--- src/rtl/regfile_wr_decode_64x32.sv ---
// 32 x 64-bit ARM register file: one-hot write decode, two combinational read ports
// built from 4:1 mux trees, write-through bypass, and X31 (XZR) hardwired to zero.
module regfile_wr_decode_64x32 #(
    parameter int DATA_WIDTH = 64,
    parameter int NUM_REGS   = 32,
    parameter int ZERO_REG   = 31
) (
    input  logic                  clk,
    input  logic                  rst_n,
    input  logic                  RegWrite,
    input  logic [4:0]            WriteRegister,
    input  logic [DATA_WIDTH-1:0] WriteData,
    input  logic [4:0]            ReadRegister1,
    input  logic [4:0]            ReadRegister2,
    output logic [DATA_WIDTH-1:0] ReadData1,
    output logic [DATA_WIDTH-1:0] ReadData2
);

    logic [NUM_REGS-1:0]   wr_en;
    logic [DATA_WIDTH-1:0] rd_vec [NUM_REGS];
    logic                  byp1;
    logic                  byp2;
    logic [DATA_WIDTH-1:0] sel1;
    logic [DATA_WIDTH-1:0] sel2;

    // NOTE: every variable driven in always_comb gets a value on every path, so no latch is inferred.
    always_comb begin
        wr_en = '0;
        for (int i = 0; i < NUM_REGS; i++) begin
            wr_en[i] = RegWrite && (WriteRegister == 5'(i)) && (i != ZERO_REG);
        end
    end

    for (genvar i = 0; i < NUM_REGS; i++) begin : g_reg
        if (i == ZERO_REG) begin : g_zero
            assign rd_vec[i] = '0;
        end else begin : g_store
            logic [DATA_WIDTH-1:0] reg_q;
            logic [DATA_WIDTH-1:0] reg_d;

            always_comb reg_d = wr_en[i] ? WriteData : reg_q;

            // NOTE: the register file is architectural state, so every entry is reset;
            // non-blocking assignment keeps all flops updating from pre-edge values.
            always_ff @(posedge clk or negedge rst_n) begin
                if (!rst_n) reg_q <= '0;
                else        reg_q <= reg_d;
            end

            assign rd_vec[i] = reg_q;
        end
    end

    function automatic logic [DATA_WIDTH-1:0] mux4(
        input logic [DATA_WIDTH-1:0] d0,
        input logic [DATA_WIDTH-1:0] d1,
        input logic [DATA_WIDTH-1:0] d2,
        input logic [DATA_WIDTH-1:0] d3,
        input logic [1:0]            s
    );
        case (s)
            2'd0:    return d0;
            2'd1:    return d1;
            2'd2:    return d2;
            default: return d3;
        endcase
    endfunction

    // 32:1 select: eight 4:1 muxes on addr[1:0], two 4:1 on addr[3:2], then 2:1 on addr[4].
    function automatic logic [DATA_WIDTH-1:0] read_tree(
        input logic [4:0]            addr,
        input logic [DATA_WIDTH-1:0] r [NUM_REGS]
    );
        logic [DATA_WIDTH-1:0] l1 [8];
        logic [DATA_WIDTH-1:0] l2 [2];
        for (int g = 0; g < 8; g++) begin
            l1[g] = mux4(r[4*g], r[4*g+1], r[4*g+2], r[4*g+3], addr[1:0]);
        end
        for (int h = 0; h < 2; h++) begin
            l2[h] = mux4(l1[4*h], l1[4*h+1], l1[4*h+2], l1[4*h+3], addr[3:2]);
        end
        return addr[4] ? l2[1] : l2[0];
    endfunction

    always_comb begin
        sel1 = read_tree(ReadRegister1, rd_vec);
        sel2 = read_tree(ReadRegister2, rd_vec);
        byp1 = RegWrite && (WriteRegister == ReadRegister1) && (WriteRegister != 5'(ZERO_REG));
        byp2 = RegWrite && (WriteRegister == ReadRegister2) && (WriteRegister != 5'(ZERO_REG));
    end

    // Reset forces both ports to zero, which also suppresses bypass while rst_n is low.
    assign ReadData1 = !rst_n ? '0 : (byp1 ? WriteData : sel1);
    assign ReadData2 = !rst_n ? '0 : (byp2 ? WriteData : sel2);

endmodule

--- config.mk ---
export PLATFORM = sky130hd
export DESIGN_NAME = regfile_wr_decode_64x32
export DESIGN_NICKNAME = d
export VERILOG_FILES = /design/src/rtl/regfile_wr_decode_64x32.sv
export SDC_FILE = /design/constraint.sdc
export NUM_CORES = 2
export LEC_CHECK = 0
export ABC_CLOCK_PERIOD_IN_PS = 1690
export CORE_MARGIN = 2
export CORE_UTILIZATION = 34
export CTS_CLUSTER_DIAMETER = 150
export CTS_CLUSTER_SIZE = 16
export DETAILED_ROUTE_END_ITERATION = 12
export PLACE_DENSITY_LB_ADDON = 0.15
export SLEW_MARGIN = 20
export SYNTH_ARGS = -nofsm -noshare
export SYNTH_HDL_FRONTEND = slang
export SYNTH_SLANG_ARGS = --single-unit
--- constraint.sdc ---
create_clock -name clk -period 1.69 [get_ports clk]
set_input_delay 0.169 -clock clk [delete_from_list [all_inputs] [get_ports clk]]
set_output_delay 0.169 -clock clk [all_outputs]
set_load 0.01 [all_outputs]
==> impl_metrics.ini <==
[setup_path]
end_kind = output port
criticalPathCategory = reg -> out
required_ps = 1520
cp_max_fo = 2
cp_cell_sequence = mux4_2 -> a22o_1 -> a221oi_2 -> o31a_1 -> buf_12 -> a21oi_2 -> buf_2
cpPeakStageDelay_ps = 480
crit_arrival_ps = 2930
critPathLaunchType = register
slowest_stage = mux4_2

[final_layout]
largest_register_ffs = 1984
drive_above_1_share_pct = 60.8
stdcell_count = 12900
largest_register = g.g_store.reg_q
fin_util_pct = 43.2
fin_nets = 8789
syn2layout_area_growth_pct = 26.4
reg.largest.list = g.g_store.reg_q x1984

[sta]
relSlewSlack_pct = 36.3
fin_worst_skew_ps = 0
layout_worst_path_cycle_share_pct = 183
period_needed_ps = 3100
rsz0062_at_grt = true
fmax_mhz = 323
setup_ws_ps = -1410
report.final.slew_viol_count = 0
finalHoldViolations = 0
setup_viol = 128
worstMarginPinSlew_ps = 956

[route]
drt_iter0_drc = 6064
wire_per_inst_um = 34.1
drt_pass1_iterations = 6
vias_per_cell = 5.90
vias = 76000
drc = 0
wirelength_mm = 439
ant_nets = 0

[placed_design]
hpwl_mm = 299
dpl.cell_count = 12600
place_ws_ps = -1530
portBuffers = 209
gp_congestion = 0.855

[clocking]
cts_root_buffer = clkbuf_16
cts_buffer_depth = 4
htree_num_levels = 4
cts_tree = built
cts.reportedPaths.clkPinSlew_ps = 80
numCtsBuffers = 146
worstSkewPairLatency_ps = 880
cts_sinks = 1984

[floorplan]
num_io_pins = 210
dieWidth_um = 566
dieArea_um2 = 321000
coreArea_um2 = 315000
start_util_pct = 34.2
die_h_um = 566
fp-row-count = 206

[synth]
synth.area.top_cells = dfrtp_1, mux2_2, mux4_2
synth-edff-count = 0
synth_top_area_cell = dfrtp_1
synthesis.area_um2 = 107000
yosysUniqueCellTypes = 63
synth-main-ff-cell = dfrtp_1
async_flop_share_pct = 100
synth-seq-cells = 1984
synth_top_area_share_pct = 46.2
synth.most_common_cell = mux2_2
postSynthCellCount = 7369
syn_area_per_cell_um2 = 14.6
synth_common_cells = mux2_2, dfrtp_1, mux4_2
seq_area_frac_synth_pct = 46.2
synth_nets = 7451
yosys_warnings = 0

[global_routing]
grt_pass1_vias = 79700
grt_max_degree = 113
grt_first_pass_wirelength_mm = 626
antenna_found_initial = 14
grt_usage_pct = 27.1
overflow = 0

[status]
status = finished, violations left
violations = setup timing

[pwr]
p_leak_nw = 60.0
ir_drop_uv = 769
total_power_mw = 136
pwr_density_cell_nw_per_um2 = 1000

[run]
drv_cap = 0

[hold_path]
worstHoldPathType = in -> async
==> cell families (layout without fill, tap and decap cells) <==
logic type                Yosys count  in the layout  synth area share (%)
other                               0              5                     0
muxes                            3244           3244                  42.0
buffers and inverters             815           2165                  3.91
DFF                              1984           1984                  46.2
and+or+nand+nor                   367            367                  1.67
xor gates and xnor gates           10             10                0.0815
AOI/OAI and AO/OA                 949            949                  6.19
==> worst max-delay path: cells and delay by family (launching register included) <==
family / cells / cell delay (ps)
AO/OA/AOI/OAI: 4 / 870
buffers and inverters: 2 / 300
flip-flops: 1 / 410
multiplexers: 1 / 480
==> metrics by stage <==
stage          TNS [ps]  hold slack, ps  instance area (um2)
6_report        -134250            18.3               136000
5_1_grt         -142700            96.7               136000
4_1_cts         -142390            40.2               135000
3_5_place_dp   -1828530             342               129000
3_3_place_gp   -1835120             352               129000
2_1_floorplan     -6500            -127               109000
==> power breakdown <==
part | internal (mW) | switching, mW
Clock | 15.8 | 18.2
Combinational | 23.5 | 15.3
Sequential | 56.7 | 6.45
Total | 96.0 | 40.0
==> worst paths after layout <==
| kind | start | endpoint | depth (start not counted) | slack [ps] |
|---|---|---|---|---|
| worst max-delay path | g_reg[14].g_store.reg_q[16]$_DFFE_PN0P_ | ReadData2[16] | 7 | -1410 |
| worst min-delay path | rst_n | g_reg[27].g_store.reg_q[43]$_DFFE_PN0P_ | 4 | 20 |
| worst max register to register | g_reg[11].g_store.reg_q[53]$_DFFE_PN0P_ | g_reg[11].g_store.reg_q[53]$_DFFE_PN0P_ | 3 | 670 |
| worst min register to register | g_reg[19].g_store.reg_q[43]$_DFFE_PN0P_ | g_reg[19].g_store.reg_q[43]$_DFFE_PN0P_ | 1 | 510 |
| max in group asynchronous | rst_n | g_reg[16].g_store.reg_q[45]$_DFFE_PN0P_ | 5 | 100 |
| min in group clk | WriteData[30] | g_reg[3].g_store.reg_q[30]$_DFFE_PN0P_ | 3 | 120 |
==> layout by cell type (no fill, tap or decap), drive strengths merged, types with 42 or more instances in the layout <==
cell type / n
mux2: 2060
dfrtp: 1984
buf: 1924
mux4: 803
mux2i: 381
o21ai: 205
nor2: 189
clkbuf: 152
o22ai: 146
a21oi: 102
a22o: 76
nand2: 71
clkdlybuf4s50: 66
a21o: 56
a211oi: 55
a32o: 53
o2bb2ai: 51
o31a: 42
==> area by class of cell <==
class	count	area, um2
antenna	5	12.5
clock buffer	151	3750
clock inverter	9	93.8
fill	28400	179000
inverter	1	3.75
multi-input combinational	4570	56000
sequential	1984	49600
tap	4160	5200
timing repair buffer	2004	21100
==> per-layer routing <==
metal	part of all wire [%]	wire length (um)	up-vias	GRT usage, %
met4	4.1	17900	4	9.74
met2	47	207000	2466	43.7
met3	5.0	22000	654	3.35
met5	0.0066	29	-	0
li1	-	-	31200	-
met1	44	192000	41700	37.4
==> timing repair <==
item,4_1_cts,5_1_grt
resized for setup,871,124
setup endpoints to repair,648,372
hold endpoints to repair,1082,0
hold buffers,14,0
pin swaps,256,135
buffers inserted,99,27
gates cloned,0,1
No activity file was read; power rests on OpenSTA's default activity.
